## src/rtl/linear_interp_48_if.sv

```systemverilog
// Sample-stream bundle between the Ks/Kd scaling stage, the interpolator and the MPX adder.
// The master drives the frame/output strobes and the input sample; the slave returns the ramp.
interface linear_interp_48_if;
  logic               clken_in;
  logic               clken_out;
  logic signed [17:0] din;
  logic               din_valid;
  logic signed [17:0] dout;
  logic               dout_valid;
  logic               underrun;
  logic               overrun;

  modport master (
    output clken_in, clken_out, din, din_valid,
    input  dout, dout_valid, underrun, overrun
  );

  modport slave (
    input  clken_in, clken_out, din, din_valid,
    output dout, dout_valid, underrun, overrun
  );
endinterface

```

## src/rtl/linear_interp_48.sv

```systemverilog
// Per-channel linear interpolator: one 48 kHz sample in, 2^LOG2L ramped samples out per frame.
// A sample captured during frame n ramps from x_{n-1} toward x_n across frame n+1.
module linear_interp_48 #(
  parameter int LOG2L = 2
) (
  input  logic                clock,
  input  logic                reset,
  linear_interp_48_if.slave   bus
);

  localparam int L     = 1 << LOG2L;
  localparam int ACC_W = 19 + LOG2L;
  localparam int K_W   = (LOG2L > 0) ? LOG2L : 1;
  localparam logic [K_W-1:0] K_LAST = K_W'(L - 1);

  typedef enum logic {EMPTY, LOADED} pend_state_t;

  pend_state_t               pend_state_q, pend_state_d;
  logic                      din_valid_d_q, din_valid_d_d;
  logic signed [17:0]        pending_q, pending_d;
  logic signed [17:0]        x_curr_q, x_curr_d;
  logic signed [18:0]        delta_q, delta_d;
  logic signed [ACC_W-1:0]   acc_q, acc_d;
  logic        [K_W-1:0]     k_q, k_d;
  logic                      underrun_q, underrun_d;
  logic                      overrun_q, overrun_d;
  logic signed [17:0]        dout_q, dout_d;
  logic                      dout_valid_q, dout_valid_d;

  logic                      new_sample;
  logic                      pend_v;
  logic signed [17:0]        x_new;
  logic signed [18:0]        delta_new;
  logic signed [ACC_W-1:0]   acc_base;
  logic signed [ACC_W-1:0]   acc_eff;
  logic signed [18:0]        delta_eff;
  logic        [K_W-1:0]     k_eff;

  // The *_eff values are what an output strobe sees: the fresh frame state when
  // clken_in coincides with clken_out, otherwise the running ramp.
  always_comb begin
    new_sample = bus.din_valid & ~din_valid_d_q;
    pend_v     = (pend_state_q == LOADED);
    x_new      = pend_v ? pending_q : x_curr_q;
    delta_new  = 19'(x_new) - 19'(x_curr_q);
    acc_base   = ACC_W'(x_curr_q) <<< LOG2L;

    pend_state_d  = pend_state_q;
    din_valid_d_d = bus.din_valid;
    pending_d     = pending_q;
    x_curr_d      = x_curr_q;
    delta_d       = delta_q;
    acc_d         = acc_q;
    k_d           = k_q;
    underrun_d    = underrun_q;
    overrun_d     = overrun_q;
    dout_d        = dout_q;
    dout_valid_d  = 1'b0;
    acc_eff       = acc_q;
    delta_eff     = delta_q;
    k_eff         = k_q;

    if (bus.clken_in) begin
      x_curr_d     = x_new;
      delta_d      = delta_new;
      acc_d        = acc_base;
      k_d          = '0;
      pend_state_d = EMPTY;
      if (!pend_v) begin
        underrun_d = 1'b1;
      end
      acc_eff   = acc_base;
      delta_eff = delta_new;
      k_eff     = '0;
    end

    // A sample arriving with clken_in lands after the frame update, for the next frame.
    if (new_sample) begin
      pending_d    = bus.din;
      pend_state_d = LOADED;
      if (pend_v && !bus.clken_in) begin
        overrun_d = 1'b1;
      end
    end

    if (bus.clken_out) begin
      dout_d       = 18'(acc_eff >>> LOG2L);
      dout_valid_d = 1'b1;
      if (k_eff < K_LAST) begin
        acc_d = acc_eff + ACC_W'(delta_eff);
        k_d   = k_eff + 1'b1;
      end
    end
  end

  always_ff @(posedge clock) begin
    if (reset) begin
      pend_state_q  <= EMPTY;
      din_valid_d_q <= 1'b0;
      pending_q     <= '0;
      x_curr_q      <= '0;
      delta_q       <= '0;
      acc_q         <= '0;
      k_q           <= '0;
      underrun_q    <= 1'b0;
      overrun_q     <= 1'b0;
      dout_q        <= '0;
      dout_valid_q  <= 1'b0;
    end else begin
      pend_state_q  <= pend_state_d;
      din_valid_d_q <= din_valid_d_d;
      pending_q     <= pending_d;
      x_curr_q      <= x_curr_d;
      delta_q       <= delta_d;
      acc_q         <= acc_d;
      k_q           <= k_d;
      underrun_q    <= underrun_d;
      overrun_q     <= overrun_d;
      dout_q        <= dout_d;
      dout_valid_q  <= dout_valid_d;
    end
  end

  assign bus.dout       = dout_q;
  assign bus.dout_valid = dout_valid_q;
  assign bus.underrun   = underrun_q;
  assign bus.overrun    = overrun_q;

endmodule

```

## src/flat_wrapper.sv

```systemverilog
// flat-port wrapper written by rule: the top's interface ports become plain ports
module linear_interp_48_flat 
#(
  parameter int LOG2L = 2
)
  (clock, reset, bus_clken_in, bus_clken_out, bus_din, bus_din_valid, bus_dout, bus_dout_valid, bus_underrun, bus_overrun);
  linear_interp_48_if bus_i ();
  input  logic clock;
  input  logic reset;
  input wire logic [$bits(bus_i.clken_in)-1:0] bus_clken_in;
  input wire logic [$bits(bus_i.clken_out)-1:0] bus_clken_out;
  input wire logic [$bits(bus_i.din)-1:0] bus_din;
  input wire logic [$bits(bus_i.din_valid)-1:0] bus_din_valid;
  output wire logic [$bits(bus_i.dout)-1:0] bus_dout;
  output wire logic [$bits(bus_i.dout_valid)-1:0] bus_dout_valid;
  output wire logic [$bits(bus_i.underrun)-1:0] bus_underrun;
  output wire logic [$bits(bus_i.overrun)-1:0] bus_overrun;
  assign bus_i.clken_in = bus_clken_in;
  assign bus_i.clken_out = bus_clken_out;
  assign bus_i.din = bus_din;
  assign bus_i.din_valid = bus_din_valid;
  assign bus_dout = bus_i.dout;
  assign bus_dout_valid = bus_i.dout_valid;
  assign bus_underrun = bus_i.underrun;
  assign bus_overrun = bus_i.overrun;
  linear_interp_48 #(.LOG2L(LOG2L)) u_core (.clock(clock), .reset(reset), .bus(bus_i));
endmodule
```

## config.mk

```make
export PLATFORM = sky130hd
export DESIGN_NAME = linear_interp_48_flat
export DESIGN_NICKNAME = d
export VERILOG_FILES = /design/src/rtl/linear_interp_48_if.sv /design/src/rtl/linear_interp_48.sv /design/src/flat_wrapper.sv
export SDC_FILE = /design/constraint.sdc
export NUM_CORES = 1
export LEC_CHECK = 0
export CAP_MARGIN = 10
export CORE_ASPECT_RATIO = 0.9
export CORE_MARGIN = 3
export CORE_UTILIZATION = 64
export DETAILED_ROUTE_END_ITERATION = 7
export PLACE_DENSITY = 0.9
export SLEW_MARGIN = 10
export SYNTH_ARGS = -nofsm -noshare
export SYNTH_HDL_FRONTEND = slang
export SYNTH_SLANG_ARGS = --single-unit
```

## constraint.sdc

```tcl
create_clock -name clock -period 11.04 [get_ports clock]
set_input_delay 2.208 -clock clock [delete_from_list [all_inputs] [get_ports clock]]
set_output_delay 2.208 -clock clock [all_outputs]
set_load 0.005 [all_outputs]
```

# Word level (Yosys, flattened, before mapping)
# Index checks and enable logic that the tools add are counted.
# Widths: inputs -> output; s select.
totals:
  reg_bits: 101
  in_bits: 23
  out_inout_bits: 21
classes:
  n_reduce_logical: 5
  order_cmp: 1
  add_sub_neg: 3
  n_bitwise: 3
  muxes: 11
op_table:
  columns: ["cell", "count"]
  rows:
  - ["$mux 21", 3]
  - ["$add 21x19->21", 1]
  - ["$mux 19", 1]
  - ["$sub 18x18->19", 1]
  - ["$mux 18", 1]
  - ["$mux 2", 3]
  - ["$reduce_and 2->1", 2]
  - ["$mux 1", 3]
  - ["$add 2x1->2 const B", 1]
  - ["$lt 2x2->1 const B", 1]
  - ["$not 1->1", 2]
  - ["$reduce_bool 2->1", 1]
  - ["$and 1x1->1", 1]
  - ["$logic_and 1x1->1", 1]
  - ["$logic_not 1->1", 1]

# Depth between registers and ports, before layout
logic_depth:
  depth_word: 6
  depth_mapped: 23

# Worst setup path after synthesis
# Ideal clock, no wire load.
synth_timing:
  path_kind: "input-to-reg"
  start: "in bus_clken_in"
  end: "reg u_core.acc_q[19]"
  stages: 18
  slack_ns: 4.845
  arrival_time_ns: 6.061
  required_ns: 10.906
  n_path_buf: 4
  cell_sequence: "buf_6 > clkbuf_1 > clkbuf_1 > clkbuf_1 > mux2i_1 > inv_1 > ha_1 > a21oi_1 > nand2_1 > a41o_1 > and3_1 > mux2i_1 > a21oi_1 > o31ai_4 > nor3_2 > o2111ai_1 > a21oi_1 > or4_1"
synth_between:
  elab_chain_cells: 4
synth_lines:
  columns: ["element", "line", "source"]
  rows:
  - ["start: declaration", "flat_wrapper.sv:10", "input wire logic [$bits(bus_i.clken_in)-1:0] bus_clken_in;"]
  - ["$mux 21", "linear_interp_48.sv:63", "if (bus.clken_in) begin"]
  - ["net u_core.acc_eff[6]", "linear_interp_48.sv:35", "logic signed [ACC_W-1:0] acc_eff;"]
  - ["$add 21x19->21", "linear_interp_48.sv:90", "acc_d = acc_eff + ACC_W'(delta_eff);"]
  - ["$mux 21", "linear_interp_48.sv:89", "if (k_eff < K_LAST) begin"]
  - ["$mux 21", "linear_interp_48.sv:86", "if (bus.clken_out) begin"]
  - ["end signal: assignment", "linear_interp_48.sv:103", "acc_q <= '0;"]
  - ["end signal: assignment", "linear_interp_48.sv:115", "acc_q <= acc_d;"]
  - ["end: declaration", "linear_interp_48.sv:23", "logic signed [ACC_W-1:0] acc_q, acc_d;"]
# The timed path passes the listed nets, and every way through them passes these cells.
# A chain may end at the register's enable or synchronous reset.

# Worst setup path in the final report
layout_timing:
  start: "in bus_clken_in"
  end: "reg u_core.acc_q[18]"
layout_between:
  elab_chain_cells: 4
layout_lines:
  columns: ["element", "line"]
  rows:
  - ["$mux 21, or another cell as far along", "linear_interp_48.sv:63"]
  - ["$add 21x19->21 or $lt 2x2->1 (tied branches)", "linear_interp_48.sv:90, linear_interp_48.sv:89"]
  - ["$mux 21", "linear_interp_48.sv:89"]
  - ["$mux 21 (*)", "linear_interp_48.sv:86"]
# Every way passes the cells marked *; elsewhere a longest branch is shown, timed or not.

==> run summary <==
status - finished, final reports clean
# fillers - 645
Worst EP arrival - 7.04 ns
FF-to-FF path depth - 21
IO Pins - 44
die area - 10200 um^2
FF+latch area - 2000 um^2
total track usage - 0.263
clock power share - 0.220
Post-synth EDFFs - 0
Post-CTS Setup Bufs - 0
DR WL/cell - 15.4 um
Slew headroom - 0.282
Final min period - 6.77 ns
final setup violation count - 0
max_cap viols - 0
r2r endpoint - u_core.acc_q[18]$_SDFF_PP0_
Combinational Power Share - 0.373
Fin. Hold Viols - 0
first-pass GRT wire length - 21800 um
fmax - 148 MHz
synthesized area - 5750 um^2
GPL Wtd Cong - 0.873
setup TNS - 0 ns
reg2reg start - u_core.pend_state_q$_SDFFE_PP0P_
vias per inst - 5.89
hold path depth - 2
CTS tree - yes
post-synthesis sequential area ratio - 0.348
Finished Cell Area - 6420 um^2
NetSw - 0.353 mW
drt total wl - 12900 um
Root Buffer - clkbuf_8
ys flop type - dfxtp_1
Internal - 0.664 mW
initial DRC count - 246
WHS Endpoint - u_core.pending_q[8]$_SDFFE_PP0P_
# port buffers - 43
clk buf depth - 2
R2R setup slack - 5.59 ns
most frequent cells in the layout - dfxtp_1 (100), nand2_1 (81), nor2_1 (76), a21oi_1 (56), clkdlybuf4s50_1 (41)
clk_lat worst skew - 0.36 ns
Yosys top cell by area - dfxtp_1
row cnt - 32
Syn Area/Cell - 8.34 um^2
CP Capture Type - flop
asr flop ratio synth - 0
Max Clock Skew - 0.0121 ns
core region area - 8650 um^2
largest net degree at the start of global routing - 106
crit share post-route - 0.614
register bit total from synthesis - 100
hold buffer count at CTS - 0
Final ANT Viol Nets - 0
fin. max-slew vios - 0
maximum fanout along the worst path - 53
Syn Nets - 751
top cells by area, synth - dfxtp_1 (35%), ha_1 (7.8%), nand2_1 (5.3%), a211oi_1 (5.0%), nor2_1 (5.0%)
# clock sinks - 100
initial antenna violation count - 0
effective utilization at floorplan - 0.665
Critical Path Start Type - input port
Min-Delay Path Class - reg2reg
Num CTS Buffers - 9
Die Wd - 106 um
Area growth, synth to finish - 11.7%
P per Cell Area - 158 nW/um^2
worst slew pin tran - 1.08 ns
Reg power frac - 0.407
Cell variety after synth - 59
diode count - 0
Data required, critical path - 11.30 ns
vias in the first global route - 4843
Via Count - 4947
DRT Pass-1 Iters - 4
layout cells sized above 1 - 0.0902
worst setup path class - in2reg
Die Ht - 95.9 um
CTS-repair resized insts - 0
leak pwr - 2.69 nW
Clk pin slew, worst setup/hold paths - 0.10 ns
Sw Share - 0.347
min-delay src - u_core.pending_q[8]$_SDFFE_PP0P_
H-tree levels - 3
area of the multi-input gates - 3480 um^2
Post-route DRC - 0
nets@finish - 777
commonest non-fill, non-tap cell in the layout - dfxtp_1
Mapped Cells - 690
Ys Warns - 0
placed wire-length estimate - 9030 um
Yosys top cell area share - 0.348
worst vdd ir - 0.0000850 V
Cell Area, Placed - 6240 um^2
RSZ-0062 raised after global routing - false
GRT overflow - 0
-- stage by stage --
step                       util  power (mW)  hold slack, ns  worst slack [ns]  instances
after global placement    0.721       0.773           0.447              4.36        824
after global routing      0.743        1.08           0.484              3.89        840
after floorplan               -       0.709           0.436              4.84        690
after detailed placement  0.721       0.791           0.448              4.00        824
final                     0.743        1.02           0.458              4.27        840
after CTS                 0.743        1.02           0.461              4.34        840
-- critical path, cell delays in order --
cell,delay [ns]
buf_2,0.08
buf_4,0.51
clkinv_1,0.66
nand2_1,0.20
o21ai_0,0.14
ha_1,0.29
fa_1,0.44
a211oi_1,0.23
o21ai_0,0.13
o211ai_1,0.16
a21oi_1,0.17
o41ai_1,0.48
a311oi_1,0.09
o21a_1,0.23
o41ai_1,0.40
o21ai_0,0.19
xnor2_1,0.16
o31ai_1,0.23
-- power groups by stage --
stage                     logic, mW  registers (mW)  clock network (mW)
after CTS                     0.376           0.414               0.227
after floorplan               0.292           0.417                   0
after global routing          0.419           0.418               0.242
after detailed placement      0.369           0.422                   0
final                         0.379           0.414               0.224
after global placement        0.353           0.421                   0
-- logic make-up after synthesis --
group | count (synthesis) | share of synthesized area
AOI/OAI and AO/OA | 180 | 0.209
xor gates and xnor gates | 31 | 0.0485
adders and majority gates | 38 | 0.0853
buffers and inverters | 70 | 0.0470
DFF | 100 | 0.348
muxes | 42 | 0.0796
and+or+nand+nor | 229 | 0.182
-- registers in the layout, summed over array words and instances (netlist names) --
name	cells
u_core.acc_q	20
u_core.delta_q	19
u_core.bus.dout	18
u_core.pending_q	18
u_core.x_curr_q	18
u_core.k_q	2
u_core.bus.dout_valid	1
u_core.bus.overrun	1
u_core.bus.underrun	1
u_core.din_valid_d_q	1
u_core.pend_state_q	1
-- synthesized netlist by cell type (all sizes together), types with 5 or more instances --
| cell | n |
|---|---|
| o31ai | 6 |
| clkbuf | 31 |
| nor2b | 25 |
| mux2i | 22 |
| a31oi | 5 |
| ha | 36 |
| dfxtp | 100 |
| and3 | 5 |
| nor2 | 76 |
| a21o | 16 |
| nand2 | 81 |
| a21oi | 60 |
| nor3 | 9 |
| mux2 | 20 |
| inv | 34 |
| a211oi | 38 |
| o21ai | 36 |
| or3 | 6 |
| xor2 | 9 |
| nand3 | 7 |
| xnor2 | 22 |
-- worst max-delay path by stage --
stage,from,slack [ns],depth (start not counted),end
4_1_cts,bus_clken_in,4.34,18,u_core.acc_q[18]$_SDFF_PP0_
5_1_grt,bus_clken_in,3.89,18,u_core.acc_q[18]$_SDFF_PP0_
3_5_place_dp,bus_clken_in,4.00,18,u_core.acc_q[18]$_SDFF_PP0_
6_report,bus_clken_in,4.27,18,u_core.acc_q[18]$_SDFF_PP0_
3_3_place_gp,bus_clken_in,4.36,18,u_core.acc_q[18]$_SDFF_PP0_
2_1_floorplan,bus_clken_in,4.84,18,u_core.acc_q[19]$_SDFF_PP0_
-- per-layer routing --
| layer | wire length (um) | share of wire | global-route usage | vias to the layer above |
|---|---|---|---|---|
| met3 | 363 | 0.028 | 0.0409 | 54 |
| met1 | 5370 | 0.41 | 0.304 | 2331 |
| met4 | 695 | 0.054 | 0.150 | 0 |
| met5 | 0 | 0 | 0 | - |
| met2 | 6520 | 0.50 | 0.469 | 105 |
| li1 | - | - | - | 2457 |
-- area by class of cell --
type                            instances  share of cell area
Inverter                               35              0.0205
Multi-Input combinational cell        520               0.542
Tap cell                              119              0.0232
Clock buffer                           12              0.0242
Clock inverter                          4             0.00506
Timing Repair Buffer                   50              0.0736
Sequential cell                       100               0.312
Note: power is estimated with default switching activity, not from simulation.
==> RTL edit 1, RTL diff (same flow settings) <==
`LOG2L` is set to 2 in 2 places; all go to 4. Comments in the files are not updated.
--- a/src/rtl/linear_interp_48.sv
+++ b/src/rtl/linear_interp_48.sv
@@ -3,3 +3,3 @@
 module linear_interp_48 #(
-  parameter int LOG2L = 2
+  parameter int LOG2L = 4
 ) (
--- a/src/flat_wrapper.sv
+++ b/src/flat_wrapper.sv
@@ -3,3 +3,3 @@
 #(
-  parameter int LOG2L = 2
+  parameter int LOG2L = 4
 )
Behaviour: not the same (a bounded check fails within 4 cycles, from zero or initial values and one cycle with reset high).
==> RTL edit 1 against the original RTL <==
  * Count of clock-buffer cells in the layout shrank 2
  * Routed wire length grew 9.1%
  * Via count rose by 11%
  * Clock skew is 0.0039 ns lower
  * Area after synthesis is 6.7% higher
  * Design area up 5.6%
  * Maximum frequency grew 11%
  * Worst setup slack gained 0.69 ns
  * Total power is 2.4% higher
  * Sequential cell count rose by 4
  * Critical path type is now flop to flop
  * Largest cell class unchanged
  * Largest power group unchanged
==> RTL edit 1: results (changes against the original RTL) <==
| Metric | Value |
|---|---|
| Post-synth cell types | 58 (-1.7%) |
| Power of the sequential group | 430 uW (+4%) |
| Met2 Track Usage GR | 0.422 (-0.0471) |
| R2R cell count | 19 (-9.5%) |
| Post-placement cell area | 6600 um^2 (+5.8%) |
| Filler cell count | 709 (+9.9%) |
| Post-synth top cells | 104 x dfxtp_1, 93 x nand2_1, 93 x nor2_1 |
| Worst Path Max Fanout | 38 (-28%) |
| VDD IR max | 0.0893 mV (+5.1%) |
| Largest net degree at the start of global routing | 108 (+1.9%) |
| Setup Skew | 0.00826 ns (-0.00388 ns) |
| Post-Synthesis Mean Instance Area | 7.90 um^2 (-5.3%) |
| Worst-skew pair later-pin latency | 0.37 ns |
| GRT met1 Usage | 0.387 (+0.0830) |
| Vias | 5512 (+11%) |
| Routed met2 length | 6250 um (-4.1%) |
| Fin crit period | 6.09 ns (-0.686 ns) |
| Met3 Track Usage GR | 0.0413 (+0.000345) |
| Design Power | 1.04 mW (+2.4%) |
| Crit. Startpoint | u_core.pend_state_q |
| DRT iter0 DRCs | 368 (+50%) |
| Routed WL | 14100 um (+9.1%) |
| Drt first pass iters | 5 (+1) |
| Hold wc startpoint | u_core.pending_q[10] |
| H-tree depth | 3 (unchanged) |
| Post-detail-place hpwl | 10200 um (+13%) |
| Combinational power share | 0.367 (-0.006) |
| Critical path's largest stage delay | 1.00 ns (+0.34 ns) |
| Metal-1 WL | 6560 um (+22%) |
| Global placer's final weighted congestion | 1.02 (+17%) |
| Critical path arrival | 6.34 ns (-0.70 ns) |
| Gr usage total | 0.268 (+0.00498) |
| Status | completed |
| Placed insts | 906 (+10%) |
| Met3 routed WL | 1140 um (+210%) |
| First-pass GRT wire length | 23500 um (+7.8%) |
| Post-synthesis net count | 842 (+12%) |
| Vias in the first global route | 5046 (+4.2%) |
| Leakage | 2.89 nW (+7.7%) |
| CP max-delay cell | dfxtp_1 |
| Place WS | 4.77 ns (+0.779 ns) |
| Final #Nets | 860 (+11%) |
| Delay-heaviest family, CP | compound AO/OA/AOI/OAI gates |
| Top flop regs | u_core.acc_q x22, u_core.delta_q x19 |
| Clk root buf | clkbuf_8 |
| Top post-synthesis cells by area | dfxtp_1 34%, ha_1 8.2%, nand2_1 5.7% |
| Least-Margin Pin Slew | 1.06 ns (-0.0185 ns) |
| Sequential share of the synthesized area | 0.339 (-0.00873) |
-- RTL edit 1: changes by cell type after synthesis, moves of 7 or more --
cell,delta
inv_1,+7
a211oi_1,+8
o21ai_0,-8
buf_1,+7
nor3_1,+11
a31oi_1,+11
nand2_1,+12
nor2_1,+17
-- RTL edit 1: layout make-up --
class / instances / area [um^2] / area share
clock buffer: 10 / 138 / 0.0203
clock inverter: 6 / 50.0 / 0.00738
inverter: 42 / 158 / 0.0232
multi-input combinational: 590 / 3740 / 0.552
sequential: 104 / 2080 / 0.307
tap: 122 / 153 / 0.0225
timing repair buffer: 48 / 460 / 0.0679
-- RTL edit 1: cell families (layout without fill, tap and decap cells) --
group	count (synthesis)	count (layout)	synth area share
adder cells (fa/ha/maj)	42	42	0.0881
buffers and inverters	83	106	0.0510
AND/OR/NAND/NOR	285	285	0.212
AO/OA/AOI/OAI	208	208	0.222
flip-flops	104	104	0.339
XOR/XNOR	25	25	0.0357
multiplexers	30	30	0.0518
==> RTL edit 2, RTL diff (same settings) <==
Without the edit above. Reset style: asynchronous (`reset`), changed in one clocked block.
--- a/src/rtl/linear_interp_48.sv
+++ b/src/rtl/linear_interp_48.sv
@@ -95,3 +95,3 @@
 
-  always_ff @(posedge clock) begin
+  always_ff @(posedge clock or posedge reset) begin
     if (reset) begin
Function: differs if reset is asserted again (counterexample within 4 cycles, from zero or initial values and one cycle with reset high); with reset held inactive, the same outputs for 4 cycles.
==> RTL edit 2 against the original RTL <==
  * Die area grew 3.0%
  * Highest routed layer unchanged
  * Sequential cell count unchanged
  * Critical endpoint is now u_core.acc_q[19]
  * Synthesized cell count down 12%
  * Design area rose by 3.4%
  * Global-route usage is 1.1 points lower
  * Area after synthesis is 3.2% higher
  * Routed wire length decreased by 5.1%
  * Via count is 9.6% lower
  * Worst setup slack improved by 0.98 ns
Power is not compared: it rests on default switching activity, and its combinational part moved more than twofold at a synthesized area within 25%.
==> RTL edit 2: results (changes against the original RTL) <==
| Metric | Value |
|---|---|
| Vias in the first global route | 4714 (-2.7%) |
| Status | completed |
| Routed wire per std cell | 16.0 um (+3.8%) |
| Critical path arrival | 6.10 ns (-0.94 ns) |
| Post-detail-place hpwl | 8890 um (-1.5%) |
| First-pass GRT wire length | 21300 um (-2.1%) |
| Reg2reg start | u_core.pend_state_q |
| Post-synth top cells | 100 x dfrtp_1, 57 x nand2_1, 53 x a21oi_1 |
| Filler cell count | 611 (-5.3%) |
| Share of layout cells above drive strength 1 | 0.128 (+0.0377) |
| Hold EP | u_core.bus.underrun |
| Gr usage total | 0.251 (-0.0115) |
| Top post-synthesis cells by area | dfrtp_1 42%, ha_1 8.0%, mux2_2 7.6% |
| Post-synthesis net count | 671 (-11%) |
| Worst hold path depth | 1 (-1) |
| Met3 routed WL | 355 um (-2.2%) |
| Sequential share of the synthesized area | 0.422 (+0.0737) |
| GRT met1 Usage | 0.296 (-0.00880) |
| R2R cell count | 24 (+14%) |
| Post-placement cell area | 6430 um^2 (+3.2%) |
| Async S/R FF share, synth | 1.00 (+1.00) |
| Final worst slack | 5.24 ns (+0.978 ns) |
| Hold wc startpoint | u_core.bus.underrun |
| Worst R2R Setup Slack | 5.55 ns (-0.04 ns) |
| Non-filler cells, final | 768 (-8.6%) |
| FF-to-FF End | u_core.acc_q[19] |
==> RTL edit 2: changes by cell type after synthesis, moves of 16 or more <==
| cell | before | now |
|---|---|---|
| dfxtp_1 | 100 | 0 |
| nor2b_1 | 25 | 9 |
| nor2_1 | 76 | 45 |
| a211oi_1 | 38 | 3 |
| dfrtp_1 | 0 | 100 |
| mux2_2 | 20 | 40 |
| nand2_1 | 81 | 57 |
==> RTL edit 2: final cells by class <==
class | instances | share of cell area
multi-input combinational | 443 | 0.476
timing repair buffer | 48 | 0.0697
tap | 119 | 0.0224
clock inverter | 3 | 0.00678
clock buffer | 13 | 0.0239
inverter | 42 | 0.0241
sequential | 100 | 0.377
==> RTL edit 2: report_power, final <==
group / total (mW) / switching (mW) / internal [mW] / leakage [nW]
Sequential: 0.532 / 0.0495 / 0.483 / 1.18
Clock: 0.243 / 0.125 / 0.117 / 0.0959
Combinational: 0.996 / 0.534 / 0.461 / 1.67
==> RTL edit 2: kinds of logic (layout without fill, tap and decap cells) <==
family / count (synthesis) / in the layout / share of synthesized area
compound gates: 158 / 158 / 0.168
simple gates: 152 / 152 / 0.119
flops: 100 / 100 / 0.422
buf+inv: 65 / 106 / 0.0458
mux: 58 / 58 / 0.107
fa+ha+maj: 40 / 40 / 0.0869
xor+xnor: 35 / 35 / 0.0517
==> RTL edit 2: critical path, stage by stage <==
cell and delay, ns:
buf_2 0.08, buf_4 0.71, mux2i_1 0.38, inv_1 0.08
ha_1 0.34, a211o_1 0.34, o41ai_2 0.51, nand4b_1 0.21
o311a_4 0.23, o31ai_4 0.09, a311oi_2 0.36, a221oi_2 0.14
mux2i_1 0.19, xor2_1 0.15
